==> src/rtl/brcomp_iter.sv <==
// Iterative branch comparator: resolves the RV32I branch conditions by comparing
// CHUNK-bit slices MSB-first and stopping at the first differing slice.
module brcomp_iter #(
  parameter int WIDTH = 32,
  parameter int CHUNK = 8
) (
  input  logic             i_clk,
  input  logic             i_rst_n,
  input  logic             flush,
  input  logic             req_valid,
  output logic             req_ready,
  input  logic [WIDTH-1:0] rs1_data,
  input  logic [WIDTH-1:0] rs2_data,
  input  logic             br_unsigned,
  input  logic [2:0]       br_op,
  output logic             rsp_valid,
  input  logic             rsp_ready,
  output logic             br_less,
  output logic             br_equal,
  output logic             br_taken,
  output logic             busy
);

  localparam int NCHUNK = WIDTH / CHUNK;
  localparam int IDX_W  = (NCHUNK > 1) ? $clog2(NCHUNK) : 1;

  if ((WIDTH % CHUNK) != 0) begin : g_bad_chunk
    $error("brcomp_iter: WIDTH must be a multiple of CHUNK");
  end

  typedef enum logic [1:0] {IDLE, CMP, DONE} state_t;

  state_t           state_q, state_d;
  logic [IDX_W-1:0] idx_q, idx_d;
  logic [WIDTH-1:0] a_q, a_d, b_q, b_d;
  logic [2:0]       op_q, op_d;
  logic             rsp_valid_q, rsp_valid_d;
  logic             less_q, less_d;
  logic             equal_q, equal_d;
  logic             taken_q, taken_d;
  logic             busy_q, busy_d;

  logic [WIDTH-1:0] a_sh, b_sh;
  logic [CHUNK-1:0] a_chunk, b_chunk;
  logic [WIDTH-1:0] sign_flip;
  logic             accept;

  function automatic logic taken_f(input logic [2:0] op, input logic less, input logic equal);
    logic t;
    case (op)
      3'b000:         t = equal;
      3'b001:         t = ~equal;
      3'b100, 3'b110: t = less;
      3'b101, 3'b111: t = ~less;
      default:        t = 1'b0;
    endcase
    return t;
  endfunction

  assign req_ready = i_rst_n & (state_q == IDLE) & ~flush;
  assign accept    = req_valid & req_ready;

  // Flipping the sign bit maps two's-complement order onto unsigned order.
  assign sign_flip = {~br_unsigned, {(WIDTH-1){1'b0}}};

  assign a_sh    = a_q >> (int'(idx_q) * CHUNK);
  assign b_sh    = b_q >> (int'(idx_q) * CHUNK);
  assign a_chunk = a_sh[CHUNK-1:0];
  assign b_chunk = b_sh[CHUNK-1:0];

  always_comb begin
    state_d     = state_q;
    idx_d       = idx_q;
    a_d         = a_q;
    b_d         = b_q;
    op_d        = op_q;
    rsp_valid_d = rsp_valid_q;
    less_d      = less_q;
    equal_d     = equal_q;
    taken_d     = taken_q;
    busy_d      = busy_q;
    case (state_q)
      IDLE: begin
        if (accept) begin
          a_d     = rs1_data ^ sign_flip;
          b_d     = rs2_data ^ sign_flip;
          op_d    = br_op;
          idx_d   = IDX_W'(NCHUNK - 1);
          state_d = CMP;
          busy_d  = 1'b1;
        end
      end
      CMP: begin
        if (flush) begin
          state_d = IDLE;
          busy_d  = 1'b0;
        end else if (a_chunk != b_chunk) begin
          less_d      = (a_chunk < b_chunk);
          equal_d     = 1'b0;
          taken_d     = taken_f(op_q, a_chunk < b_chunk, 1'b0);
          rsp_valid_d = 1'b1;
          state_d     = DONE;
        end else if (idx_q == '0) begin
          less_d      = 1'b0;
          equal_d     = 1'b1;
          taken_d     = taken_f(op_q, 1'b0, 1'b1);
          rsp_valid_d = 1'b1;
          state_d     = DONE;
        end else begin
          idx_d = idx_q - IDX_W'(1);
        end
      end
      DONE: begin
        // Flush wins over a simultaneous consumer handshake; either way we drop to IDLE.
        if (flush || rsp_ready) begin
          rsp_valid_d = 1'b0;
          busy_d      = 1'b0;
          state_d     = IDLE;
        end
      end
      default: begin
        state_d     = IDLE;
        rsp_valid_d = 1'b0;
        busy_d      = 1'b0;
      end
    endcase
  end

  always_ff @(posedge i_clk) begin
    if (!i_rst_n) begin
      state_q     <= IDLE;
      idx_q       <= '0;
      rsp_valid_q <= 1'b0;
      less_q      <= 1'b0;
      equal_q     <= 1'b0;
      taken_q     <= 1'b0;
      busy_q      <= 1'b0;
    end else begin
      state_q     <= state_d;
      idx_q       <= idx_d;
      rsp_valid_q <= rsp_valid_d;
      less_q      <= less_d;
      equal_q     <= equal_d;
      taken_q     <= taken_d;
      busy_q      <= busy_d;
    end
  end

  // Operand and opcode latches carry data only and need no reset.
  always_ff @(posedge i_clk) begin
    a_q  <= a_d;
    b_q  <= b_d;
    op_q <= op_d;
  end

  assign rsp_valid = rsp_valid_q;
  assign br_less   = less_q;
  assign br_equal  = equal_q;
  assign br_taken  = taken_q;
  assign busy      = busy_q;

endmodule
==> config.mk <==
export PLATFORM = sky130hd
export DESIGN_NAME = brcomp_iter
export DESIGN_NICKNAME = d
export VERILOG_FILES = /design/src/rtl/brcomp_iter.sv
export SDC_FILE = /design/constraint.sdc
export NUM_CORES = 1
export LEC_CHECK = 0
export CAP_MARGIN = 20
export CELL_PAD_IN_SITES_DETAIL_PLACEMENT = 0
export CELL_PAD_IN_SITES_GLOBAL_PLACEMENT = 1
export CORE_ASPECT_RATIO = 0.7
export CORE_MARGIN = 4
export CORE_UTILIZATION = 40
export CTS_CLUSTER_SIZE = 20
export DETAILED_ROUTE_END_ITERATION = 8
export PLACE_DENSITY_LB_ADDON = 0.25
export SYNTH_ARGS = -nofsm -noshare
export SYNTH_HDL_FRONTEND = slang
export SYNTH_SLANG_ARGS = --single-unit
==> constraint.sdc <==
create_clock -name i_clk -period 3 [get_ports i_clk]
set_input_delay 0.3 -clock i_clk [delete_from_list [all_inputs] [get_ports i_clk]]
set_output_delay 0.3 -clock i_clk [all_outputs]
set_load 0.005 [all_outputs]
==> results of run 1 <==
## power groups by stage
stage	Combinational (W)	Clock, W	Sequential [W]
final	0.000263	0.000747	0.00120
after global routing	0.000292	0.000824	0.00121
after CTS	0.000267	0.000779	0.00120
after detailed placement	0.000265	0	0.00123
after global placement	0.000264	0	0.00123
after floorplan	0.000126	0	0.00122
## final cells by class
class / instances / area [µm²] / area share [%]
clock inverter: 6 / 65.1 / 1.53
inverter: 14 / 52.6 / 1.24
timing repair buffer: 83 / 843 / 19.8
clock buffer: 10 / 128 / 3.00
tap: 98 / 123 / 2.88
sequential: 76 / 2190 / 51.6
multi-input combinational: 81 / 848 / 20.0
## path summary, 6_finish.rpt
check,start,to,slack (ns),cells past startpoint
setup / recovery,idx_q[0]$_SDFFE_PN0P_,idx_q[0]$_SDFFE_PN0P_,0.38,7
hold / removal,busy$_SDFFE_PN0P_,busy$_SDFFE_PN0P_,0.47,2
setup reg to reg,idx_q[0]$_SDFFE_PN0P_,idx_q[0]$_SDFFE_PN0P_,0.38,7
hold reg to reg,busy$_SDFFE_PN0P_,busy$_SDFFE_PN0P_,0.47,2
## flip-flops by register name (all words and copies together), names as in the netlist, 2 cells and up
name / count
a_q: 32
b_q: 32
idx_q: 2
op_q: 3
state_q: 2
## critical path, stage by stage, from the launching register on
cell	delay [ns]
sky130_fd_sc_hd__dfxtp_1	0.35
sky130_fd_sc_hd__buf_4	0.27
sky130_fd_sc_hd__mux4_2	0.53
sky130_fd_sc_hd__ha_1	0.33
sky130_fd_sc_hd__nand4_1	0.19
sky130_fd_sc_hd__nor3_1	0.52
sky130_fd_sc_hd__o22a_2	0.24
sky130_fd_sc_hd__o211a_1	0.14
## routing by layer
| metal | up-vias | routed length, µm |
|---|---|---|
| li1 | 875 | - |
| met1 | 856 | 2740 |
| met2 | 63 | 2760 |
| met3 | 8 | 436 |
| met4 | 0 | 80 |
| met5 | - | 0 |
## synthesized netlist by cell type, types with 2 or more instances
library cell	n	area (µm²)
sky130_fd_sc_hd__inv_1	14	52.6
sky130_fd_sc_hd__buf_2	2	10.0
sky130_fd_sc_hd__nand3_1	5	25.0
sky130_fd_sc_hd__ha_1	9	113
sky130_fd_sc_hd__nor3_1	5	25.0
sky130_fd_sc_hd__nand2_1	3	11.3
sky130_fd_sc_hd__dfxtp_1	9	180
sky130_fd_sc_hd__o21bai_1	2	15.0
sky130_fd_sc_hd__nor2b_1	2	12.5
sky130_fd_sc_hd__o21ai_0	4	20.0
sky130_fd_sc_hd__buf_4	2	15.0
sky130_fd_sc_hd__xnor2_1	2	17.5
sky130_fd_sc_hd__nor2_1	3	11.3
sky130_fd_sc_hd__mux4_2	16	360
sky130_fd_sc_hd__a21oi_1	7	35.0
sky130_fd_sc_hd__a21boi_0	2	15.0
sky130_fd_sc_hd__edfxtp_1	67	2010
sky130_fd_sc_hd__o211a_1	2	20.0
sky130_fd_sc_hd__nand4_1	2	12.5
## cells by family after synthesis
logic type               count (synthesis)
AO/OA/AOI/OAI                           24
flip-flops                              76
AND/OR/NAND/NOR                         29
multiplexers                            17
adder cells (fa/ha/maj)                  9
XOR/XNOR                                 2
buffers and inverters                   19
## stage by stage
| stage | total power (W) | std cells | hold slack, ns | utilization [%] |
|---|---|---|---|---|
| after floorplan | 0.00135 | 176 | 0.399 | - |
| after global placement | 0.00149 | 352 | 0.457 | 54.5 |
| after detailed placement | 0.00149 | 352 | 0.461 | 54.5 |
| after CTS | 0.00225 | 368 | 0.472 | 57.1 |
| after global routing | 0.00232 | 368 | 0.474 | 57.1 |
| final | 0.00221 | 368 | 0.472 | 57.1 |
==> results.txt, run 1 <==
----------------------------------------------------
[Timing]
  Setup Skew ... 0.00697 ns
  Final TNS setup ... 0 ns
  Final period utilization ... 87.3%
  Final-report setup violation count ... 0
  Worst Tran Pin Value ... 0.537 ns
  Fmax ... 0.382 GHz
  Unrepaired setup endpoints after global routing ... false
  Relative max-transition margin ... 63.9%
  Shortest period the worst path allows ... 2.62 ns
  Final hold violations ... 0
  Worst path setup slack after routing ... 0.380 ns
  Final Slew Violations ... 0

[Status]
  Run status ... completed

[Cells and area]
  Most common cell after layout, fill and taps aside ... sky130_fd_sc_hd__clkdlybuf4s50_1
  Share of layout cells above drive strength 1 ... 15.6%
  Layout Cell Area excl Fill ... 4250 µm²
  Area grow syn2layout ... 36.2%
  Antenna diode count ... 0
  Highest-count cells in the layout ignoring fill and taps ... sky130_fd_sc_hd__clkdlybuf4s50_1, sky130_fd_sc_hd__edfxtp_1, sky130_fd_sc_hd__mux4_2, sky130_fd_sc_hd__inv_1
  NumNets Final ... 347
  Layout filler cell count ... 591

[Global routing]
  Met1 Usage GRT ... 17.8%
  Busiest layer in global routing ... met2
  Gr ovfl total ... 0
  Met2 routing resource usage after global routing ... 22.3%
  Global-route wire length before repair ... 10000 µm
  Initial antenna violation count ... 0
  Vias in the first global route ... 2002
  Overall track demand over capacity in global routing ... 14.3%
  Largest net degree at the start of global routing ... 36
  Met3 Usage GRT ... 6.48%

[Yosys]
  Post-Synthesis Mean Instance Area ... 17.7 µm²
  Compound-cell area share of the yosys netlist ... 5.33%
  Async S/R FF share, synth ... 0%
  Synthesis Warnings ... 0
  Number of nets produced by synthesis ... 258
  Portion of netlist area occupied by mux cells ... 11.9%
  Count of cell types in the netlist ... 37
  Simple-Gate Fraction of Synth Area ... 5.81%
  Cell count after synthesis ... 176
  Number of enable flip-flop cells after synthesis ... 67
  Adder and majority cell fraction of the synthesized area ... 3.61%
  Predominant post-synthesis flop cell ... sky130_fd_sc_hd__edfxtp_1
  Netlist area before placement ... 3120 µm²
  Main combinational cell family by area after synthesis ... multiplexers
  Parity-gate share of the synthesized area counting xor and xnor cells ... 0.561%
  Sequential-to-total area share from yosys stat ... 70.2%
  Synthesis-stage register bit count ... 76

[Job]
  Maximum capacitance violations ... 0

[Detailed routing]
  Final routed DRC violation total ... 0
  Sum of routed wire length over all layers ... 6020 µm
  Antenna Nets Post-Route ... 0
  Via density per instance ... 4.90
  Average detailed-routed wire length per instance ... 16.3 µm
  1st-pass router iterations ... 4
  Vias after detailed routing ... 1802
  First-iteration detailed-routing DRC count ... 63

[Power]
  Net Sw Power ... 0.000479 W
  Static leakage power ... 1.44 nW
  Comb pwr share ... 11.9%
  Clock network power share ... 33.8%
  Fraction of power spent switching nets ... 21.7%
  Peak ir drop on the vdd network ... 0.223 mV
  Proportion of power drawn by flip-flops and latches ... 54.3%
  Power density of the placed cells ... 520 nW/µm²
  Internal power ... 0.00173 W

[Clock tree]
  Count of hold-fix buffers inserted at cts ... 0
  Source-to-sink clock delay at the later pin of the worst-skew pair ... 0.35 ns
  Clock Sinks ... 76
  Buffer levels on the longest clock path ... 2
  Post-CTS clock slew at the launch and capture registers of the worst setup and hold paths ... 0.07 ns
  Number of buffers inserted during clock tree synthesis ... 9
  Post-CTS Setup Bufs ... 0
  Post-cts gate resize count ... 0
  Buffer type at the clock tree root ... sky130_fd_sc_hd__clkbuf_8
  Clock tree from TritonCTS ... done
  CTS H-tree lvls ... 3

[Critical path]
  Crit end category ... flop
  Maximum fanout encountered on the critical timing path ... 13
  Critical Path Source Type ... flop
  Crit path kind ... flop to flop
  Worst endpoint data arrival time ... 2.91 ns
  WP data required ... 3.29 ns

[Place]
  Area after DPL ... 4060 µm²
  Sum of net half-perimeters after detailed placement ... 4420 µm
  Final weighted congestion of routability-driven global placement ... 0.696
  Number of I/O port buffers ... 78
  Pre-CTS setup slack ... 0.379 ns

[Floorplan]
  Die extent in x ... 114 µm
  Placeable Area ... 7450 µm²
  Standard-cell row count ... 26
  Top Ports ... 79
  Die height ... 81.9 µm
  Effective utilization at floorplan ... 41.9%
  Area of the die ... 9300 µm²

[Min path]
  Class of the most critical hold timing path ... flop to flop

----------------------------------------------------
Note: power is estimated with default switching activity, not from simulation.
==> run 2: changes to the inputs <==
--- a/config.mk
+++ b/config.mk
@@ -9,11 +9,10 @@
 export CELL_PAD_IN_SITES_DETAIL_PLACEMENT = 0
 export CELL_PAD_IN_SITES_GLOBAL_PLACEMENT = 1
 export CORE_ASPECT_RATIO = 0.7
-export CORE_MARGIN = 4
 export CORE_UTILIZATION = 40
 export CTS_CLUSTER_SIZE = 20
 export DETAILED_ROUTE_END_ITERATION = 8
-export PLACE_DENSITY_LB_ADDON = 0.25
+export PLACE_DENSITY_LB_ADDON = 0.08
 export SYNTH_ARGS = -nofsm -noshare
 export SYNTH_HDL_FRONTEND = slang
 export SYNTH_SLANG_ARGS = --single-unit
==> results.txt, run 2 (same netlist as run 1, synthesis figures left out) <==
----------------------------------------------------
[Status]
  Run status ... completed (unchanged)

[Global routing]
  Vias in the first global route ... 1916 (was 2002)
  Gr ovfl total ... 0 (unchanged)
  Largest net degree at the start of global routing ... 42 (was 36)
  Overall track demand over capacity in global routing ... 15.8% (was 14.3%)
  Global-route wire length before repair ... 9170 µm (was 10000 µm)
  Initial antenna violation count ... 0 (unchanged)

[Clock tree]
  Post-CTS Setup Bufs ... 0 (unchanged)
  Post-cts gate resize count ... 0 (unchanged)
  Clock tree from TritonCTS ... done (unchanged)
  Source-to-sink clock delay at the later pin of the worst-skew pair ... 0.35 ns (about the same)
  Clock Sinks ... 76 (unchanged)
  Buffer levels on the longest clock path ... 2 (unchanged)
  Buffer type at the clock tree root ... sky130_fd_sc_hd__clkbuf_8 (unchanged)
  Count of hold-fix buffers inserted at cts ... 0 (unchanged)
  CTS H-tree lvls ... 3 (unchanged)
  Number of buffers inserted during clock tree synthesis ... 9 (unchanged)
  Post-CTS clock slew at the launch and capture registers of the worst setup and hold paths ... 0.07 ns (about the same)

[Power]
  Internal power ... 0.00173 W (about the same)
  Power density of the placed cells ... 516 nW/µm² (was 520 nW/µm²)
  Fraction of power spent switching nets ... 21.1% (was 21.7%)
  Comb pwr share ... 11.9% (about the same)
  Proportion of power drawn by flip-flops and latches ... 54.9% (was 54.3%)
  Clock network power share ... 33.1% (was 33.8%)
  Static leakage power ... 1.45 nW (was 1.44 nW)
  Peak ir drop on the vdd network ... 0.282 mV (was 0.223 mV)
  Total power of the final layout ... 0.00219 W (was 0.00221 W)
  Net Sw Power ... 0.000462 W (was 0.000479 W)

[Detailed routing]
  First-iteration detailed-routing DRC count ... 56 (was 63)
  Sum of routed wire length over all layers ... 5590 µm (was 6020 µm)
  Via density per instance ... 4.89 (was 4.90)
  1st-pass router iterations ... 4 (unchanged)
  Antenna Nets Post-Route ... 0 (unchanged)
  Average detailed-routed wire length per instance ... 15.3 µm (was 16.3 µm)
  Final routed DRC violation total ... 0 (unchanged)
  Vias after detailed routing ... 1790 (was 1802)

[Critical path]
  Worst endpoint data arrival time ... 2.92 ns (was 2.91 ns)
  Maximum fanout encountered on the critical timing path ... 16 (was 13)
  WP data required ... 3.30 ns (was 3.29 ns)
  Crit end category ... flop (unchanged)
  CP endpoint ... idx_q[1]$_SDFFE_PN0P_ (was idx_q[0]$_SDFFE_PN0P_)
  Critical Path Source Type ... flop (unchanged)
  Startpoint of the most critical setup path ... idx_q[0]$_SDFFE_PN0P_ (unchanged)
  Endpoint of the worst register-to-register path ... idx_q[1]$_SDFFE_PN0P_ (was idx_q[0]$_SDFFE_PN0P_)
  Critical R2R Launch ... idx_q[0]$_SDFFE_PN0P_ (unchanged)
  Crit path kind ... flop to flop (unchanged)
  Worst r2r path cells ... 7 (unchanged)
  R2R Setup Slk ... 0.37 ns (was 0.38 ns)

[Place]
  Pre-CTS setup slack ... 0.372 ns (was 0.379 ns)
  Area after DPL ... 4060 µm² (about the same)
  Number of I/O port buffers ... 78 (unchanged)
  Sum of net half-perimeters after detailed placement ... 4030 µm (was 4420 µm)
  Final weighted congestion of routability-driven global placement ... 0.732 (was 0.696)

[Cells and area]
  Layout filler cell count ... 602 (was 591)
  Layout Cell Area excl Fill ... 4250 µm² (about the same)
  Most common cell after layout, fill and taps aside ... sky130_fd_sc_hd__clkdlybuf4s50_1 (unchanged)
  NumNets Final ... 346 (was 347)
  Area grow syn2layout ... 36.0% (was 36.2%)
  Antenna diode count ... 0 (unchanged)
  Share of layout cells above drive strength 1 ... 15.3% (was 15.6%)
  Combined flip-flop and latch cell area ... 2190 µm² (unchanged)
  Registers with the most flip-flops ... a_q (32), b_q (32), op_q (3) (unchanged)
  Area occupied by multi-input gates ... 848 µm² (unchanged)
  Highest-count cells in the layout ignoring fill and taps ... sky130_fd_sc_hd__clkdlybuf4s50_1, sky130_fd_sc_hd__edfxtp_1, sky130_fd_sc_hd__mux4_2, sky130_fd_sc_hd__inv_1 (unchanged)

[Floorplan]
  Placeable Area ... 7420 µm² (was 7450 µm²)
  Standard-cell row count ... 26 (unchanged)
  Effective utilization at floorplan ... 42.1% (was 41.9%)
  Die extent in x ... 108 µm (was 114 µm)
  Area of the die ... 8170 µm² (was 9300 µm²)
  Top Ports ... 79 (unchanged)
  Die height ... 75.9 µm (was 81.9 µm)

[Timing]
  Final Slew Violations ... 0 (unchanged)
  Final TNS setup ... 0 ns (unchanged)
  Shortest period the worst path allows ... 2.63 ns (was 2.62 ns)
  Final period utilization ... 87.6% (was 87.3%)
  Setup Skew ... 0.0101 ns (was 0.00697 ns)
  Fmax ... 0.381 GHz (was 0.382 GHz)
  Worst path setup slack after routing ... 0.372 ns (was 0.380 ns)
  Final-report setup violation count ... 0 (unchanged)
  Final hold violations ... 0 (unchanged)
  Relative max-transition margin ... 63.1% (was 63.9%)
  Worst Tran Pin Value ... 0.550 ns (was 0.537 ns)
  Unrepaired setup endpoints after global routing ... false (unchanged)

[Job]
  Maximum capacitance violations ... 0 (unchanged)

[Min path]
  Class of the most critical hold timing path ... flop to flop (unchanged)

----------------------------------------------------
[run 2: per-stage QoR]
stage / util (%) / hold WS, ns / cells
final: 57.2 / 0.463 / 366
after global routing: 57.2 / 0.470 / 366
after detailed placement: 54.8 / 0.457 / 351
after floorplan: - / 0.399 / 176
after global placement: 54.8 / 0.446 / 351
after CTS: 57.2 / 0.468 / 366
[run 2: cell type report]
cell class	count	share of cell area (%)
clock buffer	10	3.01
clock inverter	5	1.27
inverter	14	1.24
multi-input combinational	81	20.0
sequential	76	51.6
tap	98	2.89
timing repair buffer	82	20.0
[run 2: critical path, stage by stage, from the launching register on]
cell,delay (ns)
sky130_fd_sc_hd__dfxtp_1,0.41
sky130_fd_sc_hd__buf_12,0.20
sky130_fd_sc_hd__mux4_2,0.52
sky130_fd_sc_hd__ha_1,0.33
sky130_fd_sc_hd__nand4_1,0.21
sky130_fd_sc_hd__nor3_1,0.53
sky130_fd_sc_hd__o22a_2,0.24
sky130_fd_sc_hd__o211a_1,0.12
[run 2: worst min path at each step]
stage          cells after the start              start  slack (ns)           endpoint
3_3_place_gp                       2  busy$_SDFFE_PN0P_        0.45  busy$_SDFFE_PN0P_
5_1_grt                            1       rs1_data[13]        0.47  a_q[13]$_DFFE_PP_
2_1_floorplan                      0        rs1_data[0]        0.40   a_q[0]$_DFFE_PP_
6_report                           2  busy$_SDFFE_PN0P_        0.46  busy$_SDFFE_PN0P_
3_5_place_dp                       2  busy$_SDFFE_PN0P_        0.46  busy$_SDFFE_PN0P_
4_1_cts                            2  busy$_SDFFE_PN0P_        0.47  busy$_SDFFE_PN0P_
[run 2: power groups by stage]
stage	logic [W]	registers, W	clock network [W]
after floorplan	0.000126	0.00122	0
after global placement	0.000266	0.00123	0
after detailed placement	0.000264	0.00123	0
after CTS	0.000266	0.00120	0.000757
after global routing	0.000290	0.00121	0.000800
final	0.000261	0.00120	0.000726
[run 2: per-layer routing]
layer  part of all wire [%]  track usage (%)  vias up
li1                       -                -      876
met1                     44             18.9      851
met2                     47             24.9       54
met3                    7.2             6.88        9
met4                    1.6             6.58        0
met5                      0                0        -
==> run 3: changes to the inputs <==
==> constraint.sdc (replaced) <==
create_clock -name i_clk -period 2.9 [get_ports i_clk]
set_input_delay 0.29 -clock i_clk [delete_from_list [all_inputs] [get_ports i_clk]]
set_output_delay 0.29 -clock i_clk [all_outputs]
set_load 0.005 [all_outputs]
==> results.txt, run 3 (same netlist as run 1, synthesis figures left out) <==
----------------------------------------------------
[Global routing]
  Global-route wire length before repair ... 9510 µm (was 9170 µm)
  Overall track demand over capacity in global routing ... 16.1% (was 15.8%)
  Largest net degree at the start of global routing ... 42 (unchanged)
  Initial antenna violation count ... 0 (unchanged)
  Met1 Usage GRT ... 20.2% (was 18.9%)
  Gr ovfl total ... 0 (unchanged)
  Met3 Usage GRT ... 7.06% (was 6.88%)
  Busiest layer in global routing ... met2 (unchanged)
  Met2 routing resource usage after global routing ... 24.3% (was 24.9%)
  Vias in the first global route ... 1937 (was 1916)

[Timing]
  Worst path setup slack after routing ... 0.345 ns (was 0.372 ns)
  Relative max-transition margin ... 71.6% (was 63.1%)
  Worst Tran Pin Value ... 0.421 ns (was 0.550 ns)
  Unrepaired setup endpoints after global routing ... false (unchanged)
  Final Slew Violations ... 0 (unchanged)
  Fmax ... 0.391 GHz (was 0.381 GHz)
  Final TNS setup ... 0 ns (unchanged)
  Setup Skew ... 0.00962 ns (was 0.0101 ns)
  Shortest period the worst path allows ... 2.56 ns (was 2.63 ns)
  Final-report setup violation count ... 0 (unchanged)
  Final hold violations ... 0 (unchanged)
  Final period utilization ... 88.1% (was 87.6%)

[Power]
  Power density of the placed cells ... 570 nW/µm² (was 516 nW/µm²)
  Peak ir drop on the vdd network ... 0.337 mV (was 0.282 mV)
  Total power of the final layout ... 0.00245 W (was 0.00219 W)
  Static leakage power ... 1.47 nW (was 1.45 nW)

[Floorplan]
  Standard-cell row count ... 26 (unchanged)
  Area of the die ... 8170 µm² (unchanged)
  Top Ports ... 79 (unchanged)
  Die height ... 75.9 µm (unchanged)
  Die extent in x ... 108 µm (unchanged)
  Placeable Area ... 7420 µm² (unchanged)
  Effective utilization at floorplan ... 42.1% (unchanged)

[Cells and area]
  Area occupied by multi-input gates ... 848 µm² (unchanged)
  Final standard cell utilization of the core ... 57.9% (was 57.2%)
  Share of layout cells above drive strength 1 ... 16.0% (was 15.3%)
  Antenna diode count ... 0 (unchanged)
  NumNets Final ... 348 (was 346)
  Area grow syn2layout ... 37.5% (was 36.0%)
  Combined flip-flop and latch cell area ... 2190 µm² (unchanged)
  Registers with the most flip-flops ... a_q (32), b_q (32), op_q (3) (unchanged)
  Most common cell after layout, fill and taps aside ... sky130_fd_sc_hd__clkdlybuf4s50_1 (unchanged)
  Layout filler cell count ... 591 (was 602)
  Highest-count cells in the layout ignoring fill and taps ... sky130_fd_sc_hd__clkdlybuf4s50_1, sky130_fd_sc_hd__edfxtp_1, sky130_fd_sc_hd__mux4_2, sky130_fd_sc_hd__inv_1 (unchanged)
  Layout Cell Area excl Fill ... 4290 µm² (was 4250 µm²)

[Clock tree]
  Buffer type at the clock tree root ... sky130_fd_sc_hd__clkbuf_8 (unchanged)
  Clock Sinks ... 76 (unchanged)
  Clock tree from TritonCTS ... done (unchanged)
  Count of hold-fix buffers inserted at cts ... 0 (unchanged)
  Post-cts gate resize count ... 0 (unchanged)
  Buffer levels on the longest clock path ... 2 (unchanged)
  Source-to-sink clock delay at the later pin of the worst-skew pair ... 0.35 ns (about the same)
  Post-CTS clock slew at the launch and capture registers of the worst setup and hold paths ... 0.08 ns (was 0.07 ns)
  Number of buffers inserted during clock tree synthesis ... 9 (unchanged)
  Post-CTS Setup Bufs ... 0 (unchanged)
  CTS H-tree lvls ... 3 (unchanged)

[Detailed routing]
  Antenna Nets Post-Route ... 0 (unchanged)
  1st-pass router iterations ... 4 (unchanged)
  Vias after detailed routing ... 1784 (was 1790)
  Via density per instance ... 4.86 (was 4.89)
  Sum of routed wire length over all layers ... 5710 µm (was 5590 µm)
  First-iteration detailed-routing DRC count ... 61 (was 56)
  Final routed DRC violation total ... 0 (unchanged)
  Average detailed-routed wire length per instance ... 15.6 µm (was 15.3 µm)

[Place]
  Final weighted congestion of routability-driven global placement ... 0.812 (was 0.732)
  Area after DPL ... 4070 µm² (was 4060 µm²)
  Sum of net half-perimeters after detailed placement ... 3980 µm (was 4030 µm)
  Pre-CTS setup slack ... 0.317 ns (was 0.372 ns)
  Number of I/O port buffers ... 78 (unchanged)

[Critical path]
  Crit path kind ... flop to flop (unchanged)
  Maximum fanout encountered on the critical timing path ... 9 (was 16)
  WP data required ... 3.14 ns (was 3.30 ns)
  Ordered cell list for the critical path ... buf_4 > mux4_2 > ha_1 > nand4_1 > nor2_1 > nand4b_1 > a21oi_1 > a211o_1 (was buf_12 > mux4_2 > ha_1 > nand4_1 > nor3_1 > o22a_2 > o211a_1)
  Cell with the largest stage delay on the worst path ... sky130_fd_sc_hd__mux4_2 (was sky130_fd_sc_hd__nor3_1)
  Dominant delay contributor by cell family on the critical path ... simple AND/OR/NAND/NOR gates (unchanged)
  Worst path max stage delay ... 0.54 ns (was 0.53 ns)
  Crit end category ... flop (unchanged)
  Critical Path Source Type ... flop (unchanged)
  Total buffers and inverters traversed by the critical path ... 1 (unchanged)
  Worst endpoint data arrival time ... 2.80 ns (was 2.92 ns)

[Job]
  Maximum capacitance violations ... 0 (unchanged)

[Status]
  Run status ... completed (unchanged)

[Min path]
  Class of the most critical hold timing path ... flop to flop (unchanged)

----------------------------------------------------
## run 3: final cells by class
cell class                 count  share of cell area (%)
sequential                    76                    51.1
timing repair buffer          84                    19.8
clock buffer                   9                    2.89
inverter                      14                    1.22
multi-input combinational     81                    19.8
tap                           98                    2.86
clock inverter                 5                    2.39
## run 3: worst reg2reg max path, stage by stage (launching register included)
cell and delay (ns):
sky130_fd_sc_hd__dfxtp_1 0.34, sky130_fd_sc_hd__buf_4 0.22, sky130_fd_sc_hd__mux4_2 0.55, sky130_fd_sc_hd__ha_1 0.31, sky130_fd_sc_hd__nand4_1 0.21, sky130_fd_sc_hd__nor2_1 0.33, sky130_fd_sc_hd__nand4b_1 0.17, sky130_fd_sc_hd__a21oi_1 0.05
sky130_fd_sc_hd__a211o_1 0.27
## run 3: final timing paths
check / cells past startpoint / from / slack [ns] / endpoint
worst min-delay path: 2 / busy$_SDFFE_PN0P_ / 0.46 / busy$_SDFFE_PN0P_
worst min register to register: 2 / busy$_SDFFE_PN0P_ / 0.46 / busy$_SDFFE_PN0P_
worst max-delay path: 8 / idx_q[0]$_SDFFE_PN0P_ / 0.34 / br_taken$_SDFFE_PN0P_
worst max register to register: 8 / idx_q[0]$_SDFFE_PN0P_ / 0.34 / br_taken$_SDFFE_PN0P_
## run 3: power by group
part	internal (W)	leakage [nW]	switching, W
combinational	0.000168	0.675	0.000103
sequential	0.00123	0.686	0.0000147
clock	0.000560	0.111	0.000369
total	0.00196	1.47	0.000487
## run 3: metrics by stage
step / hold slack (ns) / std cells
CTS: 0.464 / 367
detailed placement: 0.453 / 353
floorplan: 0.389 / 176
global route: 0.464 / 367
finish: 0.460 / 367
global placement: 0.448 / 353
## run 3: per-layer routing
metal / vias to the layer above / wire length (µm)
li1: 875 / -
met1: 843 / 2610
met2: 55 / 2640
met3: 11 / 363
met4: 0 / 97
met5: - / 0
